<file path="src/rtl/keypad_pkg.sv">
// Shared types and helpers for the 4x4 keypad scanner.
package keypad_pkg;

  localparam int unsigned NUM_COLS = 4;
  localparam int unsigned NUM_ROWS = 4;
  localparam int unsigned CODE_W   = 4;
  localparam int unsigned NUM_KEYS = NUM_COLS * NUM_ROWS;
  localparam int unsigned POP_W    = $clog2(NUM_KEYS + 1);

  typedef enum logic {
    SCAN,
    EVAL
  } state_e;

  typedef logic [NUM_KEYS-1:0] keymap_t;

  function automatic logic [POP_W-1:0] popcount(input keymap_t v);
    logic [POP_W-1:0] n;
    n = '0;
    for (int unsigned i = 0; i < NUM_KEYS; i++) begin
      n = n + POP_W'(v[i]);
    end
    return n;
  endfunction

  // Index of the lowest pressed key; only meaningful for a single-key map.
  function automatic logic [CODE_W-1:0] lowest_key(input keymap_t v);
    logic [CODE_W-1:0] code;
    logic              found;
    code  = '0;
    found = 1'b0;
    for (int unsigned i = 0; i < NUM_KEYS; i++) begin
      if (v[i] && !found) begin
        code  = CODE_W'(i);
        found = 1'b1;
      end
    end
    return code;
  endfunction

endpackage

</file>
<file path="src/rtl/keypad_row_sync.sv">
// Parameterized-width two-flop synchronizer; resets to all ones (idle rows).
module row_sync #(
  parameter int unsigned WIDTH = 4
) (
  input  logic             clk,
  input  logic             reset,
  input  logic [WIDTH-1:0] d,
  output logic [WIDTH-1:0] q
);

  logic [WIDTH-1:0] meta_q;
  logic [WIDTH-1:0] sync_q;

  always_ff @(posedge clk or posedge reset) begin
    if (reset) begin
      meta_q <= '1;
      sync_q <= '1;
    end else begin
      meta_q <= d;
      sync_q <= meta_q;
    end
  end

  assign q = sync_q;

endmodule

</file>
<file path="src/rtl/keypad_scanner.sv">
// 4x4 matrix keypad scanner: column strobing, per-scan snapshot, debounce
// by consecutive identical scans, and press/release event generation.
module keypad_scanner
  import keypad_pkg::*;
#(
  parameter int unsigned SCAN_TICKS     = 50000,
  parameter int unsigned DEBOUNCE_SCANS = 4
) (
  input  logic                clk,
  input  logic                reset,
  input  logic [NUM_ROWS-1:0] row_n,
  output logic [NUM_COLS-1:0] col_n,
  output logic [CODE_W-1:0]   key_code,
  output logic                key_valid,
  output logic                key_release,
  output logic                key_down,
  output logic                key_multi
);

  localparam int unsigned DWELL_W = $clog2(SCAN_TICKS);
  localparam int unsigned MATCH_W = $clog2(DEBOUNCE_SCANS + 1);
  localparam int unsigned COL_W   = $clog2(NUM_COLS);

  localparam logic [DWELL_W-1:0] DWELL_LAST = DWELL_W'(SCAN_TICKS - 1);
  localparam logic [MATCH_W-1:0] MATCH_FULL = MATCH_W'(DEBOUNCE_SCANS);
  localparam logic [COL_W-1:0]   COL_LAST   = COL_W'(NUM_COLS - 1);

  state_e               state_q, state_d;
  logic [COL_W-1:0]     col_q, col_d;
  logic [DWELL_W-1:0]   dwell_q, dwell_d;
  keymap_t              snap_q, snap_d;
  keymap_t              prev_q, prev_d;
  keymap_t              acc_q, acc_d;
  logic [MATCH_W-1:0]   match_q, match_d;
  logic [CODE_W-1:0]    code_q, code_d;
  logic                 valid_q, valid_d;
  logic                 release_q, release_d;
  logic [NUM_ROWS-1:0]  rows_sync;
  logic                 dwell_done;
  logic [POP_W-1:0]     acc_pop;

  row_sync #(.WIDTH(NUM_ROWS)) u_row_sync (
    .clk   (clk),
    .reset (reset),
    .d     (row_n),
    .q     (rows_sync)
  );

  assign dwell_done = (dwell_q == DWELL_LAST);

  always_ff @(posedge clk or posedge reset) begin
    if (reset) begin
      state_q <= SCAN;
    end else begin
      state_q <= state_d;
    end
  end

  always_comb begin
    state_d = state_q;
    case (state_q)
      SCAN:    if (dwell_done && (col_q == COL_LAST)) state_d = EVAL;
      EVAL:    state_d = SCAN;
      default: state_d = SCAN;
    endcase
  end

  always_comb begin
    col_n       = ~(NUM_COLS'(1) << col_q);
    acc_pop     = popcount(acc_q);
    key_down    = (acc_pop == POP_W'(1));
    key_multi   = (acc_pop >= POP_W'(2));
    key_code    = code_q;
    key_valid   = valid_q;
    key_release = release_q;
  end

  always_comb begin
    col_d     = col_q;
    dwell_d   = dwell_q;
    snap_d    = snap_q;
    prev_d    = prev_q;
    acc_d     = acc_q;
    match_d   = match_q;
    code_d    = code_q;
    valid_d   = 1'b0;
    release_d = 1'b0;
    case (state_q)
      SCAN: begin
        if (dwell_done) begin
          dwell_d = '0;
          for (int unsigned r = 0; r < NUM_ROWS; r++) begin
            snap_d[r * NUM_COLS + int'(col_q)] = ~rows_sync[r];
          end
          if (col_q != COL_LAST) col_d = col_q + COL_W'(1);
        end else begin
          dwell_d = dwell_q + DWELL_W'(1);
        end
      end
      EVAL: begin
        col_d = '0;
        if (snap_q == prev_q) begin
          if (match_q != MATCH_FULL) match_d = match_q + MATCH_W'(1);
        end else begin
          match_d = MATCH_W'(1);
          prev_d  = snap_q;
        end
        // Pulses only on entering/leaving the empty state, so a change
        // between non-empty maps just updates the accepted state.
        if ((match_d == MATCH_FULL) && (snap_q != acc_q)) begin
          acc_d = snap_q;
          if ((acc_pop == '0) && (popcount(snap_q) == POP_W'(1))) begin
            valid_d = 1'b1;
            code_d  = lowest_key(snap_q);
          end
          if (snap_q == '0) release_d = 1'b1;
        end
      end
      default: ;
    endcase
  end

  always_ff @(posedge clk or posedge reset) begin
    if (reset) begin
      col_q     <= '0;
      dwell_q   <= '0;
      snap_q    <= '0;
      prev_q    <= '0;
      acc_q     <= '0;
      match_q   <= '0;
      code_q    <= '0;
      valid_q   <= 1'b0;
      release_q <= 1'b0;
    end else begin
      col_q     <= col_d;
      dwell_q   <= dwell_d;
      snap_q    <= snap_d;
      prev_q    <= prev_d;
      acc_q     <= acc_d;
      match_q   <= match_d;
      code_q    <= code_d;
      valid_q   <= valid_d;
      release_q <= release_d;
    end
  end

endmodule

</file>
<file path="config.mk">
export PLATFORM = sky130hd
export DESIGN_NAME = keypad_scanner
export DESIGN_NICKNAME = d
export VERILOG_FILES = /design/src/rtl/keypad_pkg.sv /design/src/rtl/keypad_row_sync.sv /design/src/rtl/keypad_scanner.sv
export SDC_FILE = /design/constraint.sdc
export NUM_CORES = 1
export LEC_CHECK = 0
export CORE_ASPECT_RATIO = 0.6
export CORE_UTILIZATION = 50
export CTS_CLUSTER_DIAMETER = 30
export CTS_CLUSTER_SIZE = 8
export DETAILED_ROUTE_END_ITERATION = 6
export GPL_TIMING_DRIVEN = 0
export PLACE_DENSITY = 0.74
export SLEW_MARGIN = 20
export SYNTH_ARGS = -nofsm -noshare
export SYNTH_HDL_FRONTEND = slang
export SYNTH_HIERARCHICAL = 1
export SYNTH_SLANG_ARGS = --single-unit
</file>
<file path="constraint.sdc">
create_clock -name clk -period 6.03 [get_ports clk]
set_clock_uncertainty 0.05 [all_clocks]
set_input_delay 0.603 -clock clk [delete_from_list [all_inputs] [get_ports clk]]
set_output_delay 0.603 -clock clk [all_outputs]
set_load 0.005 [all_outputs]
</file>
Yosys cells after proc, flatten, opt, wreduce, memory -nomap -nowiden

Index checks and enable logic that the tools add are counted.

$add $sub $neg: 36
Order comparisons: 9
Equality and inequality tests: 11
Shift operators: 1
Multiplexer cells: 102
Bitwise gates (word level): 7
Reductions and logical operators: 44

Operators with widths:

| kind                    | count |
|---|---|
| $add A5 B1 Y5           | 22 |
| $mux W1                 | 72 |
| $bwmux W16              | 4 |
| $mux W4                 | 14 |
| $logic_and A1 B1 Y1     | 22 |
| $add A16 B1 Y16 const B | 1 |
| $eq A16 B16 Y1          | 1 |
| $eq A16 B16 Y1 const B  | 1 |
| $logic_not A16 Y1       | 1 |
| $mux W16                | 1 |
| $ne A16 B16 Y1          | 1 |
| $logic_not A1 Y1        | 15 |
| $demux W1 S4            | 3 |
| $add A4 B1 Y5           | 2 |
| $add A4 B2 Y5 const A   | 2 |
| $eq A5 B1 Y1 const B    | 2 |
| $ge A5 B1 Y1 const B    | 2 |
| $lt A5 B5 Y1 const B    | 2 |
| $mux W3                 | 3 |
| $add A3 B1 Y4           | 2 |
| $reduce_and A2 Y1       | 4 |
| $add A2 B1 Y3           | 2 |
| $ne A2 B2 Y1 const B    | 3 |
| $not A1 Y1              | 6 |
| 20 further kinds        | 22 |

Flip-flop bits (word level): 84
Input port bits: 6
Output and inout port bits: 12
Logic and storage cells: 222

Logic depth before layout (Yosys ltp)

Gate-level depths: netlist of the first run.

Depth in word-level cells: 107
Depth in mapped cells: 16
Depth with buffers taken out: 15

Cells and area by module

The synthesis of the first run kept the hierarchy.

By module, submodules not included:

| module         | instances | cells each | area an instance (sq um) | sequential area each (sq um) |
|---|---|---|---|---|
| keypad_scanner | 1         | 455        | 4521.8                   | 1901.8 |
| row_sync       | 1         | 9          | 214.0                    | 210.2 |

Worst setup path before layout of the first run

No wires, ideal clock.

Path kind: register to register
Start point: register snap_q[7]
End point: register code_q[0] (netlist: key_code[0])
Setup time: 0.128 ns
Data arrival time: 4.244 ns
Required time: 5.852 ns
Setup slack: 1.608 ns
Stages on the path, launching flop included: 16
Path buffers: 1
Period minus slack after synthesis: 4.422 ns
Cells stage by stage: dfrtp_1 > clkbuf_1 > inv_1 > fa_1 > inv_1 > fa_1 > fa_1 > inv_1 > fa_1 > inv_1 > ha_1 > fa_1 > nor4_1 > nand4_1 > nor2_4 > mux2_1

Longest elaborated chain between the ends: 50
Elaborated cells between the ends (all ways): 76
Those cells by class: add/sub (9); eq/ne (4); mux (43); reduce/logical (20)

Ends and longest elaborated chain:

| item                                                                   | line                  | RTL |
|---|---|---|
| start, declared                                                        | keypad_scanner.sv:31  | `keymap_t snap_q, snap_d;` |
| start signal, assigned                                                 | keypad_scanner.sv:137 | `snap_q <= snap_d;` |
| parallel branches: the longest is 50 deep, another holds $add A5 B1 Y5 | --                    |  |
| end signal, assigned                                                   | keypad_scanner.sv:141 | `code_q <= code_d;` |
| end, declared                                                          | keypad_scanner.sv:35  | `logic [CODE_W-1:0] code_q, code_d;` |

Parallel ways; which one is timed is not known. The select of a mux whose other input is x is not followed.
A chain may end at the register's enable or synchronous reset.

Worst setup path after layout of the first run

Start point: register acc_q[0]
End point: output key_down

Longest elaborated chain between the ends: 16

Ends and longest elaborated chain:

| item                         | line                  | RTL |
|---|---|---|
| start, declared              | keypad_scanner.sv:33  | `keymap_t acc_q, acc_d;` |
| start signal, assigned       | keypad_scanner.sv:129 | `acc_q <= '0;` |
| start signal, assigned       | keypad_scanner.sv:139 | `acc_q <= acc_d;` |
| $add A1 B1 Y2                | keypad_pkg.sv:21      | `n = n + POP_W'(v[i]);` |
| $add A2 B1 Y3                | keypad_pkg.sv:21      |  |
| $add A3 B1 Y4                | keypad_pkg.sv:21      |  |
| $add A4 B1 Y5                | keypad_pkg.sv:21      |  |
| $add A5 B1 Y5 (11 in series) | keypad_pkg.sv:21      |  |
| $eq A5 B1 Y1                 | keypad_scanner.sv:71  | `key_down = (acc_pop == POP_W'(1));` |
| end, declared                | keypad_scanner.sv:16  | `output logic key_down,` |

No other way between the ends.

==> summary.txt, run 1 <==
Timing
  • TNS Setup: 0 ps
  • Hold slack: 301 ps
  • RSZ-0062 raised after global routing: false
  • Tmin final: 5510 ps
  • Slew HR: 0.590
  • Worst-margin pin slew: 609 ps
  • Final Hold Violating Endpoints: 0
  • Finish-stage setup viols: 0
  • Pins Over Slew Limit: 0
  • Fmax: 0.181 GHz
  • Tcrit/Tclk final: 0.914

Clock tree
  • Reg clk slew, reported paths: 60 ps
  • Hold_buf cts: 0
  • Post-CTS setup buffer count: 0
  • Max Root-Sink Buffers: 2
  • Resize count post-CTS: 0
  • Clock Tree Root: clkbuf_16
  • H-tree depth: 3
  • Clock Latency Late Sink: 340 ps
  • CTS tree: done
  • Num CTS Buffers: 9
  • CTS Sinks: 84

Cells and area
  • Commonest cells after routing, fill and taps aside: dfrtp_1 (76), inv_1 (64), nand2_1 (51), xor2_1 (37), o21ai_1 (27)
  • N_diodes: 0
  • Fin area: 0.00541 mm²
  • Area Growth Syn to Fin: 14.2%
  • Nets: approximately 540
  • Layout cells sized above 1: 0.116
  • Post-layout util: 0.589
  • Non-filler instance count after layout: 628
  • Commonest non-fill, non-tap cell in the layout: dfrtp_1
  • Register area: 0.00211 mm²
  • Fill count: 773
  • Area of the multi-input gates: between 0.002 and 0.0025 mm²

Drt
  • 1st-iter DRT viols: 277
  • Total wire length: 9770 µm
  • Via count: 3277
  • DRC: 0
  • Wire length per cell: 15.5 µm
  • Final ANT Viol Nets: 0
  • Via density: 5.22
  • Drt pass-1 iters: 5

Synth
  • Seq cells post-synth: 84
  • Cell Area, Synth: 0.00474 mm²
  • EDFF count, synth: 0
  • Unique masters post-synth: 47
  • Sequential-to-total area share from yosys stat: 0.446
  • Syn Inst Count: 464
  • Mapped Nets: 509
  • Yosys Warn Count: 6
  • Async set or reset register ratio after synthesis: 1.00
  • Most common flop cell mapped by yosys: dfrtp_1
  • Average cell area after synthesis: 10.2 µm²

Global route
  • Gr ovfl total: 0
  • Initial antenna violation count: 0
  • GRT Util Overall: 0.224
  • Vias in the first global route: 3311
  • Largest net degree at the start of global routing: 46
  • First-pass GRT wire length: around 17000 µm

Worst setup path
  • Startpoint Class: flip-flop
  • Critical Path Max Stage Delay: 580 ps
  • Crit-path cells: inv_1 -> fa_1 -> fa_1 -> fa_1 -> fa_1 -> inv_1 -> ha_1 -> inv_1 -> fa_1 -> nor2_1 -> a31oi_1 -> nor4b_1 -> and2_1 -> clkdlybuf4s50_1
  • WP data required: 5380 ps
  • Arrival @ worst endpoint: about 4900 ps
  • Most common cell on crit path: fa_1
  • Crit-path max FO: 3
  • Slowest CP cell: fa_1
  • Worst Setup End Kind: primary output
  • WS Path Type: reg2out

Die
  • Core box area: 0.00919 mm²
  • Initial Util: 0.515
  • Num rows: 27
  • IO Pins: 18
  • Die area: 0.00988 mm²
  • Die span in y: 77.4 µm
  • Die X: ~130 µm

Job
  • MaxCap Viol Count: 0

Placed design
  • Placed Instances: just over 600
  • Dpl hpwl: 7450 µm
  • Buffers on Ports: 17
  • Placed cell area: 0.00510 mm²
  • Final GP Congestion: 0.889

Pwr
  • PD cells: 214 mW/mm²
  • VDD IR max: ~0.00019 V
  • Lkg Pwr: 2.77 nW

Worst hold path
  • Hold WC Path Type: reg2reg

Outcome
  • Status: complete, no violations
worst max-delay path, delay by kind of cell (launching register included):
kind,cells,cell delay [ps]
compound gates,1,90
fa+ha+maj,6,2540
buf+inv,4,700
flops,1,390
simple gates,3,790
where the power goes:
part | internal (mW) | switching (mW)
Clock | 0.346 | 0.224
Combinational | 0.00484 | 0.0115
Sequential | 0.569 | 0.00205
Total | 0.920 | 0.237
flip-flops by register name (all words and copies together) (netlist names):
register / count
acc_q: 16
dwell_q: 16
prev_q: 16
snap_q: 16
key_code: 4
u_row_sync/meta_q: 4
u_row_sync/q: 4
match_q: 3
col_q: 2
key_release: 1
key_valid: 1
state_q: 1
Yosys cell counts (9+ instances only):
library cell  count  area share
o21ai_0          22       0.023
clkbuf_1         10      0.0079
mux2_2           10       0.024
fa_1             20       0.085
dfrtp_1          76        0.40
xor2_1           37       0.068
nor4_1           10       0.013
inv_1            65       0.052
ha_1             19       0.050
o21ai_1          27       0.029
nor2_1           19       0.015
buf_2             9      0.0095
nand2_1          51       0.040
metrics by stage:
step,power [mW],setup WS (ps)
2_1_floorplan,0.588,1610
3_3_place_gp,0.595,885
3_5_place_dp,0.598,808
4_1_cts,1.16,454
5_1_grt,1.19,116
6_report,1.16,519
per-layer routing:
layer  wire, µm  GRT usage  vias to the layer above
met1       4900      0.328                     1604
met3        639     0.0648                       10
li1           -          -                     1569
met5          0          0                        -
met2       4130      0.324                       94
met4        104     0.0635                        0
layout make-up:
cell class,count,area share
Timing Repair Buffer,18,0.0365
Buffer,20,0.0173
Clock inverter,4,0.0102
Inverter,65,0.0456
Clock buffer,12,0.0474
Sequential cell,84,0.390
Tap cell,130,0.0301
Multi-Input combinational cell,295,0.423
path summary, 6_finish.rpt:
kind                       slack [ps]                 start              end  cells past startpoint
min in group asynchronous         600                 reset       snap_q[15]                      2
max in group asynchronous        4770                 reset      key_release                      3
setup / recovery                  520              acc_q[0]         key_down                     14
setup reg to reg                 1030              acc_q[0]      key_code[1]                     15
hold reg to reg                   300  u_row_sync/meta_q[2]  u_row_sync/q[2]                      0
hold / removal                    300  u_row_sync/meta_q[2]  u_row_sync/q[2]                      0
kinds of logic after synthesis:
group | share of synthesized area
muxes | 0.0333
and+or+nand+nor | 0.151
adders and majority gates | 0.135
xor gates and xnor gates | 0.0832
buffers and inverters | 0.0713
DFF | 0.446
AOI/OAI and AO/OA | 0.0803
Power figures use the tool's default switching activity.
==> run 2: changes to the inputs <==
--- a/config.mk
+++ b/config.mk
@@ -12,6 +12,7 @@
 export DETAILED_ROUTE_END_ITERATION = 6
 export GPL_TIMING_DRIVEN = 0
 export PLACE_DENSITY = 0.74
+export SKIP_CTS_REPAIR_TIMING = 1
 export SLEW_MARGIN = 20
 export SYNTH_ARGS = -nofsm -noshare
 export SYNTH_HDL_FRONTEND = slang
==> results of run 2 <==
The final DEF is identical to that of run 1; final timing and power are the same.
==> run 3: changes to the inputs <==
--- a/config.mk
+++ b/config.mk
@@ -13,6 +13,7 @@
 export GPL_TIMING_DRIVEN = 0
 export PLACE_DENSITY = 0.74
 export SKIP_CTS_REPAIR_TIMING = 1
+export SKIP_LAST_GASP = 1
 export SLEW_MARGIN = 20
 export SYNTH_ARGS = -nofsm -noshare
 export SYNTH_HDL_FRONTEND = slang
==> results of run 3 <==
The final DEF is identical to that of run 1; final timing and power are the same.
